--- src/rtl/fft_pkg.sv ---
// Shared definitions for the 4-point FFT frame arbiter: state encoding,
// frame length and sample width.
package fft_pkg;
  localparam int SAMPLE_W  = 8;
  localparam int FRAME_LEN = 4;

  typedef enum logic [1:0] {
    S_IDLE   = 2'd0,
    S_CLR    = 2'd1,
    S_STREAM = 2'd2,
    S_WAIT   = 2'd3
  } state_t;
endpackage

--- src/rtl/rr_arb2.sv ---
// Two-way round-robin selector: on a tie the channel not granted last wins.
module rr_arb2 (
  input  logic [1:0] i_req,
  input  logic       i_last,
  output logic [1:0] o_gnt
);
  always_comb begin
    o_gnt = i_req;
    if (i_req == 2'b11) o_gnt = i_last ? 2'b01 : 2'b10;
  end
endmodule

--- src/rtl/fft4_frame_arb.sv ---
// Shares one 4-point FFT core between two sample channels, one whole frame
// per grant, with a bounded wait for the core's result.
module fft4_frame_arb
  import fft_pkg::*;
#(
  parameter int NCH         = 2,
  parameter int FRAME_LEN   = fft_pkg::FRAME_LEN,
  parameter int TIMEOUT_CYC = 16
) (
  input  logic                       clk,
  input  logic                       rst,
  input  logic [NCH-1:0]             s_valid,
  output logic [NCH-1:0]             s_ready,
  input  logic signed [SAMPLE_W-1:0] s0_xr,
  input  logic signed [SAMPLE_W-1:0] s0_xi,
  input  logic signed [SAMPLE_W-1:0] s1_xr,
  input  logic signed [SAMPLE_W-1:0] s1_xi,
  output logic                       core_clr,
  output logic                       core_valid_in,
  output logic signed [SAMPLE_W-1:0] core_xr,
  output logic signed [SAMPLE_W-1:0] core_xi,
  input  logic                       core_done,
  output logic                       out_valid,
  output logic                       out_ch,
  output logic [7:0]                 out_seq,
  output logic                       err_timeout
);
  localparam int TW = $clog2(TIMEOUT_CYC + 1);

  state_t                     r_state;
  logic [NCH-1:0]             r_gnt_oh;
  logic                       r_last;
  logic [2:0]                 r_cnt;
  logic [TW-1:0]              r_tmo;
  logic [7:0]                 r_seq;
  logic [NCH-1:0]             r_s_ready;
  logic                       r_core_clr;
  logic                       r_core_vld;
  logic signed [SAMPLE_W-1:0] r_xr;
  logic signed [SAMPLE_W-1:0] r_xi;
  logic                       r_out_valid;
  logic                       r_out_ch;
  logic [7:0]                 r_out_seq;
  logic                       r_err;

  logic [1:0]                 w_gnt;
  logic                       w_grant;
  logic                       w_acc;
  logic signed [SAMPLE_W-1:0] w_xr;
  logic signed [SAMPLE_W-1:0] w_xi;

  rr_arb2 u_arb (
    .i_req  (s_valid),
    .i_last (r_last),
    .o_gnt  (w_gnt)
  );

  assign w_grant = r_gnt_oh[1];
  assign w_acc   = (r_state == S_STREAM) && |(s_valid & r_s_ready);
  assign w_xr    = w_grant ? s1_xr : s0_xr;
  assign w_xi    = w_grant ? s1_xi : s0_xi;

  always_ff @(posedge clk) begin
    if (rst) begin
      r_state     <= S_IDLE;
      r_gnt_oh    <= '0;
      r_last      <= 1'b1;
      r_cnt       <= '0;
      r_tmo       <= '0;
      r_seq       <= '0;
      r_s_ready   <= '0;
      r_core_clr  <= 1'b0;
      r_core_vld  <= 1'b0;
      r_xr        <= '0;
      r_xi        <= '0;
      r_out_valid <= 1'b0;
      r_out_ch    <= 1'b0;
      r_out_seq   <= '0;
      r_err       <= 1'b0;
    end else begin
      r_core_clr  <= 1'b0;
      r_out_valid <= 1'b0;
      r_core_vld  <= w_acc;
      if (w_acc) begin
        r_xr <= w_xr;
        r_xi <= w_xi;
      end
      case (r_state)
        S_IDLE: if (|s_valid) begin
          r_gnt_oh   <= w_gnt;
          r_core_clr <= 1'b1;
          r_state    <= S_CLR;
        end
        S_CLR: begin
          r_s_ready <= r_gnt_oh;
          r_cnt     <= '0;
          r_state   <= S_STREAM;
        end
        S_STREAM: if (w_acc) begin
          if (r_cnt == 3'(FRAME_LEN - 1)) begin
            r_cnt     <= '0;
            r_s_ready <= '0;
            r_tmo     <= '0;
            r_state   <= S_WAIT;
          end else begin
            r_cnt <= r_cnt + 3'd1;
          end
        end
        S_WAIT: begin
          // A result arriving on the last allowed cycle still counts as done.
          if (core_done) begin
            r_out_valid <= 1'b1;
            r_out_ch    <= w_grant;
            r_out_seq   <= r_seq;
            r_seq       <= r_seq + 8'd1;
            r_last      <= w_grant;
            r_state     <= S_IDLE;
          end else if (r_tmo == TW'(TIMEOUT_CYC - 1)) begin
            r_err   <= 1'b1;
            r_last  <= w_grant;
            r_state <= S_IDLE;
          end else begin
            r_tmo <= r_tmo + TW'(1);
          end
        end
        default: r_state <= S_IDLE;
      endcase
    end
  end

  assign s_ready       = r_s_ready;
  assign core_clr      = r_core_clr;
  assign core_valid_in = r_core_vld;
  assign core_xr       = r_xr;
  assign core_xi       = r_xi;
  assign out_valid     = r_out_valid;
  assign out_ch        = r_out_ch;
  assign out_seq       = r_out_seq;
  assign err_timeout   = r_err;
endmodule

--- config.mk ---
export PLATFORM = sky130hd
export DESIGN_NAME = fft4_frame_arb
export DESIGN_NICKNAME = d
export VERILOG_FILES = /design/src/rtl/fft_pkg.sv /design/src/rtl/rr_arb2.sv /design/src/rtl/fft4_frame_arb.sv
export SDC_FILE = /design/constraint.sdc
export NUM_CORES = 1
export LEC_CHECK = 0
export ABC_CLOCK_PERIOD_IN_PS = 2300
export BUFFER_PORTS_ARGS = -buffer_cell sky130_fd_sc_hd__buf_2
export CAP_MARGIN = 5
export CORE_MARGIN = 8
export CORE_UTILIZATION = 35
export DETAILED_ROUTE_END_ITERATION = 10
export GPL_TIMING_DRIVEN = 1
export PLACE_DENSITY_LB_ADDON = 0.08
export SKIP_CTS_REPAIR_TIMING = 1
export SLEW_MARGIN = 10
export SYNTH_ARGS = -nofsm -noshare
export SYNTH_HDL_FRONTEND = slang
export SYNTH_SLANG_ARGS = --single-unit
--- constraint.sdc ---
create_clock -name clk -period 2.3 [get_ports clk]
set_clock_uncertainty 0.2 [all_clocks]
set_input_delay 0.23 -clock clk [delete_from_list [all_inputs] [get_ports clk]]
set_output_delay 0.23 -clock clk [all_outputs]
set_load 0.02 [all_outputs]
After elaboration in Yosys (flattened, before gate mapping)
Cells that the tools add are included.
{ "totals": {"word_cells": 76, "out_inout_bits": 31, "ff_bits": 52} }
{ "classes": {"n_eq_ne": 12, "n_bitwise": 4, "mux": 25, "addsub": 3, "reduce_logical": 17} }
{ "op_table": {"columns": ["op", "count"], "rows": [
  ["5-bit two-way mux", 4],
  ["2-bit two-way mux", 9],
  ["8-bit two-way mux", 2],
  ["5-bit one-hot mux with 2 select lines", 1],
  ["8-bit by 1-bit adder with 8-bit output, second input constant", 1],
  ["2-bit != test, second input constant", 4],
  ["2-bit one-hot mux with 4 select lines", 1],
  ["2-bit AND reduction", 4],
  ["2-bit OR reduction", 4],
  ["2-bit == test, second input constant", 3],
  ["3-bit two-way mux", 2],
  ["3-bit one-hot mux with 2 select lines", 1],
  ["3-bit AND reduction", 2],
  ["2-bit nonzero test", 3],
  ["5-bit by 1-bit adder with 5-bit output, second input constant", 1],
  ["5-bit by 4-bit == test with 1-bit output, second input constant", 1],
  ["5-bit AND reduction", 1],
  ["1-bit two-way mux", 4],
  ["2-bit one-hot mux with 2 select lines", 1],
  ["4-bit AND reduction", 1],
  ["3-bit by 1-bit adder with 3-bit output, second input constant", 1],
  ["3-bit by 2-bit == test with 1-bit output, second input constant", 1],
  ["3-bit != test, second input constant", 1],
  ["1-bit NOT", 3],
  ["other kinds (5)", 5]
]} }

Depth between registers and ports, before layout
Gate-level depths: netlist (run 1).
{ "logic_depth": {"depth_word": 5, "mapped_depth": 7, "ltp_nobuf": 7} }

Cells and area by module
A second synthesis (run 1) with hierarchy kept.
{ "hier_totals": {"cells_unflattened": 248, "hier_area_um2": 2233.4} }
{ "by_module_without_submodules": {"columns": ["module", "cells_per_inst", "seq_area_each_um2", "n_inst", "area_per_inst_um2"], "rows": [
  ["fft4_frame_arb", 245, 1041.0, 1, 2214.6],
  ["rr_arb2", 3, 0.0, 1, 18.8]
]} }

Worst setup path before layout (run 1)
Ideal clock, no wire load.
{ "synth_path": {"path_type": "register to register", "start": "register r_tmo[0]", "end": "register r_tmo[4]", "arrival_ns": 1.764, "path_slack_ns": 0.266, "stages_incl_launch_ff": 8, "setup_time_ns": 0.070, "n_path_buf": 0, "path_cell_list": "dfxtp_1 > ha_1 > and3_1 > ha_1 > nor3b_4 > a21oi_1 > or4_1 > a21oi_1"} }
{ "synth_between": {"elab_chain_cells": 4} }
{ "synth_lines": {"columns": ["element", "line", "rtl"], "rows": [
  ["from (decl)", "fft4_frame_arb.sv:34", "logic [TW-1:0] r_tmo;"],
  ["from (signal assigned)", "fft4_frame_arb.sv:123", "r_tmo <= r_tmo + TW'(1);"],
  ["5-bit by 1-bit adder with 5-bit output", "fft4_frame_arb.sv:123", null],
  ["5-bit two-way mux", "fft4_frame_arb.sv:118", "end else if (r_tmo == TW'(TIMEOUT_CYC - 1)) begin"],
  ["5-bit two-way mux", "fft4_frame_arb.sv:111", "if (core_done) begin"],
  ["5-bit one-hot mux with 2 select lines", "fft4_frame_arb.sv:88", "case (r_state)"]
]} }
Parallel ways exist; a longest one is shown, timed or not. The select of a mux whose other input is x is not followed.
A chain may end at the register's enable or synchronous reset.

Worst setup path after layout (run 1)
Ends and elaborated chain as after synthesis.

==> flow_summary.json, run 1 <==
{
  "hold_viol": 0,
  "wl_per_cell_um": 13.1,
  "dr.pass1.iters": 4,
  "tightestPinTransition_ns": 0.493,
  "drt_iter0_drc": 79,
  "synth_edf_count": 0,
  "syn_to_final_growth_pct": 22.5,
  "synthArstFlopShare": 0,
  "critPathCaptureType": "flop",
  "synth_ff_type": "dfxtp_1",
  "track_usage": 0.116,
  "synth.area.top_cells": "dfxtp_1, mux2i_1, a211oi_1, a21oi_1, nor2_1",
  "detail_route.vias_per_cell": 4.82,
  "ys_warn_count": 0,
  "yosysTopAreaCell": "dfxtp_1",
  "num_rows": 29,
  "min_path_cells": 3,
  "via_count": 1891,
  "slew_viol_final": 0,
  "cp_max_fo": 6,
  "r2r_slack_ns": 0.12,
  "start_util": 0.358,
  "rr_startpoint": "r_tmo[0]",
  "rsz0062_at_grt": "no",
  "leakagePower_nw": 1.15,
  "cp.required_ns": 2.34,
  "finalCritPeriodShare": 0.948,
  "yosysUniqueCellTypes": 37,
  "cts_tree": "done",
  "regToRegEndpoint": "r_tmo[4]",
  "final_net_count": 359,
  "status": "complete, no violations",
  "synth_nets": 294,
  "die_w_um": 96.2,
  "fin_area_mm2": 0.00276,
  "maxSlewHeadroom": 0.671,
  "dp_cells": 383,
  "cts_buffer_depth": 2,
  "synth_seq_cells": 52,
  "die_y_um": 96.2,
  "core-area_mm2": 0.00628,
  "grt_overflow_total": 0,
  "hold_path.class": "primary input to flop",
  "grt_max_degree": 39,
  "cts_buffers": 5,
  "yosysSeqAreaShare": 0.463,
  "timing.max_cap.violations": 0,
  "syn_avg_cell_area_um2": 9.03,
  "synth_top_area_frac": 0.463,
  "postSynthCellCount": 249,
  "cp-start-kind": "flop",
  "die-area_mm2": 0.00925,
  "max_clock_freq_mhz": 458,
  "peakVddDrop_mv": 0.260,
  "clock_sinks": 52,
  "setup_viol": 0,
  "total_power_mw": 1.99,
  "clk_pin_slew_ns": 0.10,
  "clk_latency_ns": 0.30,
  "drc": 0,
  "p_per_area_mw_per_mm2": 722,
  "post-dp-hpwl_um": 3730,
  "ios": 68,
  "grt_antenna_before_repair": 0,
  "rr_worst_depth": 7,
  "cts_root_buffer": "clkbuf_8",
  "grt_pass1_wl_um": 8630,
  "path_class": "flop to flop",
  "dpl_cell_area_mm2": 0.00266,
  "hp-start": "s0_xi[6]",
  "n_antenna_cell": 0,
  "synthesis.area_mm2": 0.00225,
  "tns_ns": 0,
  "postLayoutCoreUtil": 0.439,
  "gp_congestion": 0.758,
  "ant_nets": 0,
  "drive_gt1_frac": 0.273,
  "h-tree-depth": 2,
  "grt_pass1_vias": 1901,
  "layout.cells.non_filler": 392,
  "layout_min_cycle_time_ns": 2.18,
  "port_buffers": 67,
  "drt_wl_total_um": 5120,
  "min_to": "core_xi[6]",
  "crit_arrival_ns": 2.22
}
where the power goes:
part	switching [mW]	internal (mW)
logic	0.287	0.184
clock network	0.315	0.219
registers	0.0321	0.952
total	0.635	1.36
state kept, by name (all words and copies together), names as in the netlist, 2 cells and up:
| register | flops |
|---|---|
| core_xi | 8 |
| core_xr | 8 |
| out_seq | 8 |
| r_seq | 8 |
| r_tmo | 5 |
| r_cnt | 3 |
| r_gnt_oh | 2 |
| r_state | 2 |
| s_ready | 2 |
critical path, stage by stage, from the launching register on:
cell	delay, ns
dfxtp_1	0.34
ha_1	0.21
and3_1	0.19
ha_1	0.23
nor3b_4	0.24
a21oi_1	0.14
or4_1	0.43
a21oi_1	0.15
layout by cell type, fill, tap and decap left out, drive strengths merged, types with 6 or more instances in the layout:
master | synthesis | final
buf | 10 | 72
o21ai | 7 | 7
ha | 8 | 8
nor2 | 31 | 31
a211oi | 19 | 19
nand2 | 28 | 28
mux2i | 18 | 18
dfxtp | 52 | 52
inv | 11 | 12
xor2 | 6 | 6
a21oi | 24 | 24
Yosys cell counts, drive strengths merged, types with 5 or more instances:
cell type and instances:
a211oi 19, a21oi 24, buf 10, dfxtp 52
ha 8, inv 11, mux2i 18, nand2 28
nand4 5, nor2 31, o21ai 7, xor2 6
worst max path at each step:
stage	start	to	slack, ns	depth (start not counted)
2_1_floorplan	r_tmo[0]	r_tmo[4]	0.27	7
3_3_place_gp	r_tmo[0]	r_tmo[4]	0.17	7
3_5_place_dp	r_tmo[0]	r_tmo[4]	0.12	7
4_1_cts	r_tmo[0]	r_tmo[4]	0.09	7
5_1_grt	r_tmo[0]	r_tmo[4]	0.002	7
6_report	r_tmo[0]	r_tmo[4]	0.12	7
routing by layer:
metal / vias to the layer above / share of wire / GRT usage
met3: 4 / 0.072 / 0.0468
met2: 47 / 0.42 / 0.175
met5: - / 0 / 0
li1: 1001 / - / -
met1: 839 / 0.50 / 0.145
met4: 0 / 0.0072 / 0.0384
kinds of logic after synthesis:
group / count (synthesis) / synth area share
mux: 18 / 0.0801
xor+xnor: 7 / 0.0273
buf+inv: 25 / 0.0484
simple gates: 79 / 0.160
fa+ha+maj: 8 / 0.0445
flops: 52 / 0.463
compound gates: 60 / 0.177
stage by stage:
step | setup slack (ns) | hold WS (ns)
after floorplan | 0.266 | 0.168
after global placement | 0.165 | 0.241
after detailed placement | 0.116 | 0.245
after CTS | 0.0894 | 0.0405
after global routing | 0.00239 | 0.0422
final | 0.119 | 0.0487
area by class of cell:
cell class                      instances  area, um2
Fill cell                             652       3520
Tap cell                               77       96.3
Inverter                               11       41.3
Clock inverter                          3       22.5
Timing Repair Buffer                   72        385
Clock buffer                            5       68.8
Multi-Input combinational cell        172       1100
Sequential cell                        52       1040
No activity file was read; power rests on OpenSTA's default activity.
==> run 2: changes to the inputs <==
Settings changed: SYNTH_HIERARCHICAL set to 1.
==> run 2 against run 1 <==
Maximum frequency decreased by 0.68%. Sequential cell count unchanged. Register-to-register slack hardly changed. Count of clock-buffer cells in the layout grew 1. Core utilization down 0.26 points. First-iteration DRC count shrank 18%. Setup slack lost 0.015 ns. Total power is 1.1% higher. Non-clock buffer count unchanged.
==> flow_summary.json, run 2 <==
{
  "drt_wl_total_um": 5220,
  "clk_pin_slew_ns": 0.09,
  "finalCritPeriodShare": 0.955,
  "post-synth-top-count-cell": "dfxtp_1",
  "cp.required_ns": 2.33,
  "cts_buffer_depth": 2,
  "grt_pass1_vias": 1879,
  "postSynthCellCount": 248,
  "status": "complete, no violations",
  "hold_viol": 0,
  "worst_path_largest_cell_delay_ns": 0.40,
  "slew_viol_final": 0,
  "synth_top_area_frac": 0.466,
  "die_y_um": 95.9,
  "hold_path.class": "primary input to flop",
  "layout_min_cycle_time_ns": 2.20,
  "via_count": 1903,
  "setup_viol": 0,
  "setup_ws_ns": 0.104,
  "synthTopCellsByCount": "dfxtp_1, nor2_1, nand2_1, a21oi_1, mux2i_1",
  "clk_latency_ns": 0.30,
  "n_antenna_cell": 0,
  "die_w_um": 95.9,
  "num_rows": 29,
  "synth_seq_cells": 52,
  "gp_congestion": 0.815,
  "grt_pass1_wl_um": 8530,
  "synthesis.area_mm2": 0.00223,
  "cts_tree": "done",
  "cts_buffers": 5,
  "path_class": "flop to flop",
  "synth.area.top_cells": "dfxtp_1, mux2i_1, a211oi_1, nor2_1, a21oi_1",
  "yosysUniqueCellTypes": 37,
  "track_usage": 0.115,
  "crit_path_frequent_cell": "ha_1",
  "die-area_mm2": 0.00919,
  "timing.max_cap.violations": 0,
  "yosysTopAreaCell": "dfxtp_1",
  "h-tree-depth": 2,
  "drive_gt1_frac": 0.268,
  "ys_warn_count": 6,
  "tightestPinTransition_ns": 0.490,
  "syn_to_final_growth_pct": 22.6,
  "p_per_area_mw_per_mm2": 735,
  "pre_cts_slack_ns": 0.127,
  "maxSlewHeadroom": 0.670,
  "path_cells": "ha_1 > and3_1 > ha_1 > nor3b_4 > a21oi_2 > or4_1 > a21oi_1",
  "grt_antenna_before_repair": 0,
  "rsz0062_at_grt": "no",
  "port_buffers": 67,
  "tns_ns": 0,
  "drc": 0,
  "final_net_count": 359,
  "synthArstFlopShare": 0,
  "dr.pass1.iters": 4,
  "ant_nets": 0,
  "leakagePower_nw": 1.14,
  "wl_per_cell_um": 13.4,
  "synth_edf_count": 0,
  "ios": 68,
  "grt_overflow_total": 0,
  "crit_arrival_ns": 2.23,
  "clock_sinks": 52,
  "synth_nets": 293,
  "cp_max_fo": 6,
  "peakVddDrop_mv": 0.379,
  "yosysSeqAreaShare": 0.466,
  "r2r_slack_ns": 0.10,
  "max_clock_freq_mhz": 455,
  "detail_route.vias_per_cell": 4.87,
  "crit_path_top_delay_cell": "or4_1",
  "drt_iter0_drc": 65,
  "critPathCaptureType": "flop",
  "synth_ff_type": "dfxtp_1",
  "mostFrequentLayoutCells": "buf_2, dfxtp_1, nor2_1",
  "start_util": 0.356,
  "mostFrequentLayoutCell": "buf_2",
  "syn_avg_cell_area_um2": 9.01,
  "cp-start-kind": "flop",
  "grt_max_degree": 34,
  "core-area_mm2": 0.00628,
  "cts_root_buffer": "clkbuf_8",
  "post-dp-hpwl_um": 3910
}
## run 2: path summary, 6_finish.rpt
kind                    from    endpoint  depth (start not counted)
hold / removal           rst      r_last                          3
hold reg to reg   out_seq[0]  out_seq[0]                          2
setup reg to reg    r_tmo[0]    r_tmo[4]                          7
setup / recovery    r_tmo[0]    r_tmo[4]                          7
## run 2: layer usage
metal / wire length [um] / share of wire / track usage
met1: 2330 / 0.45 / 0.133
met2: 2480 / 0.47 / 0.190
met3: 341 / 0.065 / 0.0421
met4: 72 / 0.014 / 0.0448
met5: 0 / 0 / 0
## run 2: report_power, final
part / switching (mW) / internal [mW] / leakage (nW) / total, mW
combinational: 0.310 / 0.188 / 0.672 / 0.498
sequential: 0.0312 / 0.948 / 0.420 / 0.979
clock: 0.295 / 0.241 / 0.0473 / 0.535
total: 0.636 / 1.38 / 1.14 / 2.01
## run 2: cells by family (layout without fill, tap and decap cells)
family                   Yosys count  count (layout)  synth area share
AND/OR/NAND/NOR                   79              79             0.161
AO/OA/AOI/OAI                     59              59             0.170
flip-flops                        52              52             0.466
buffers and inverters             23              89            0.0415
multiplexers                      20              20            0.0896
adder cells (fa/ha/maj)            8               8            0.0448
XOR/XNOR                           7               7            0.0275
## run 2: area by class of cell
class                      instances  area (um2)
clock buffer                       6        82.6
fill                             660        3540
tap                               77        96.3
multi-input combinational        173        1100
clock inverter                     1        8.76
sequential                        52        1040
inverter                          10        37.5
timing repair buffer              72         373
## run 2: metrics by stage
step / cells / total power [mW] / hold WS (ns) / util / area (um2)
after floorplan: 248 / 1.36 / 0.153 / - / 2230
after global placement: 384 / 1.50 / 0.241 / 0.422 / 2650
after detailed placement: 384 / 1.50 / 0.244 / 0.422 / 2650
after CTS: 391 / 2.05 / 0.00277 / 0.436 / 2740
after global routing: 391 / 2.15 / 0.0165 / 0.436 / 2740
final: 391 / 2.01 / 0.00197 / 0.436 / 2740
## run 2: worst max-delay path, delay by kind of cell (launching register included)
kind,cells,cell delay [ns]
and+or+nand+nor,3,0.88
adders and majority gates,2,0.46
DFF,1,0.34
AOI/OAI and AO/OA,2,0.25
==> run 3: changes to the inputs <==
Settings changed: CORE_MARGIN 8 to not set, CTS_CLUSTER_DIAMETER set to 50, GPL_TIMING_DRIVEN 1 to 0.
==> run 3 against run 2 <==
Sequential power hardly changed. Via count is 3.3% higher. Total power is 0.19% higher. Critical path depth stayed put. Critical path type unchanged. Largest cell class unchanged. Highest routed layer unchanged.
==> flow_summary.json, run 3 (synthesis results as in run 2) <==
{
  "h-tree-depth": 2,
  "num_rows": 28,
  "via_count": 1966,
  "crit_path_top_delay_cell": "or4_1",
  "grt_max_degree": 16,
  "grt_overflow_total": 0,
  "peakVddDrop_mv": 0.348,
  "clock_sinks": 52,
  "final_net_count": 367,
  "path_cells": "ha_1 > and3_1 > ha_1 > nor3b_4 > a21oi_2 > or4_1 > a21oi_1",
  "drt_wl_total_um": 5010,
  "clk_latency_ns": 0.30,
  "cp.required_ns": 2.33,
  "die_w_um": 81.9,
  "status": "complete, no violations",
  "tightestPinTransition_ns": 0.692,
  "layout_min_cycle_time_ns": 2.18,
  "p_per_area_mw_per_mm2": 732,
  "die_y_um": 81.9,
  "pwr-share-comb": 0.248,
  "grt_pass1_wl_um": 7700,
  "max_clock_freq_mhz": 458,
  "dr.pass1.iters": 4,
  "grt_antenna_before_repair": 0,
  "mostFrequentLayoutCells": "buf_2, dfxtp_1, nor2_1",
  "leakagePower_nw": 1.15,
  "postLayoutCoreUtil": 0.457,
  "drc": 0,
  "cts_root_buffer": "clkbuf_8",
  "dp_cells": 390,
  "cts_buffers": 5,
  "crit_arrival_ns": 2.22,
  "p_int_mw": 1.38,
  "n_antenna_cell": 0,
  "hold_path.class": "primary input to flop",
  "path_class": "flop to flop",
  "total_power_mw": 2.02,
  "wl_per_cell_um": 12.6,
  "ios": 68,
  "die-area_mm2": 0.00670,
  "swShare": 0.315,
  "core-area_mm2": 0.00603,
  "tns_ns": 0,
  "track_usage": 0.152,
  "port_buffers": 67,
  "switchingPower_mw": 0.635,
  "cp-start-kind": "flop",
  "syn_to_final_growth_pct": 23.4,
  "mostFrequentLayoutCell": "buf_2",
  "hold_slack_ns": 0.0392,
  "hold_viol": 0,
  "critPathCaptureType": "flop",
  "worst_path_largest_cell_delay_ns": 0.41,
  "detail_route.vias_per_cell": 4.94,
  "layout.cells.non_filler": 398,
  "grt_pass1_vias": 1709,
  "gp_congestion": 0.776,
  "finalCritPeriodShare": 0.949,
  "cp_max_fo": 6,
  "maxSlewHeadroom": 0.539,
  "slew_viol_final": 0,
  "timing.max_cap.violations": 0,
  "start_util": 0.371,
  "power.share.clock": 0.266,
  "drt_iter0_drc": 47,
  "rsz0062_at_grt": "no",
  "drive_gt1_frac": 0.260,
  "clk_pin_slew_ns": 0.08,
  "seqPwrFrac": 0.486,
  "crit_path_frequent_cell": "ha_1",
  "cts_buffer_depth": 2,
  "setup_viol": 0,
  "ant_nets": 0,
  "cts_tree": "done",
  "post-dp-hpwl_um": 3700
}
==> run 3: changes by cell type in the layout (fill, tap and decap cells not counted), sizes merged <==
cell,before,now
clkinv,1,0
clkinvlp,0,1
clkbuf,6,13
buf,72,74
==> run 3: layout make-up <==
| class | instances | area [um2] |
|---|---|---|
| sequential | 52 | 1040 |
| inverter | 10 | 37.5 |
| clock buffer | 7 | 86.3 |
| tap | 75 | 93.8 |
| multi-input combinational | 173 | 1100 |
| clock inverter | 1 | 7.51 |
| fill | 634 | 3270 |
| buffer | 13 | 55.1 |
| timing repair buffer | 67 | 335 |
==> run 3: routing by layer <==
metal	part of all wire	track usage	up-vias
li1	-	-	1017
met1	0.47	0.195	905
met2	0.48	0.245	39
met3	0.039	0.0344	5
met4	0.011	0.0579	0
met5	0	0	-
==> run 3: power by group through the flow <==
stage          Clock [mW]  Combinational, mW  Sequential (mW)
2_1_floorplan           0              0.341             1.02
3_3_place_gp            0              0.500             1.00
3_5_place_dp            0              0.499             1.00
4_1_cts             0.564              0.501            0.980
5_1_grt             0.596              0.556            0.987
6_report            0.536              0.501            0.980
==> run 3: worst paths after layout <==
| path | slack [ns] | end | from | cells after the start |
|---|---|---|---|---|
| max | 0.12 | r_tmo[4] | r_tmo[0] | 7 |
| min | 0.04 | r_last | rst | 3 |
| max reg2reg | 0.12 | r_tmo[4] | r_tmo[0] | 7 |
| min reg2reg | 0.26 | out_seq[6] | out_seq[6] | 2 |
==> run 3: through the flow <==
stage / setup WS (ns) / cell area [um2]
2_1_floorplan: 0.273 / 2230
3_3_place_gp: 0.123 / 2660
3_5_place_dp: 0.115 / 2660
4_1_cts: 0.0839 / 2760
5_1_grt: 0.00584 / 2760
6_report: 0.117 / 2760
==> run 3: worst max-delay path, delay by kind of cell (launching register included) <==
family          cells  cell delay [ns]
compound gates      2             0.24
fa+ha+maj           2             0.46
flops               1             0.34
simple gates        3             0.87
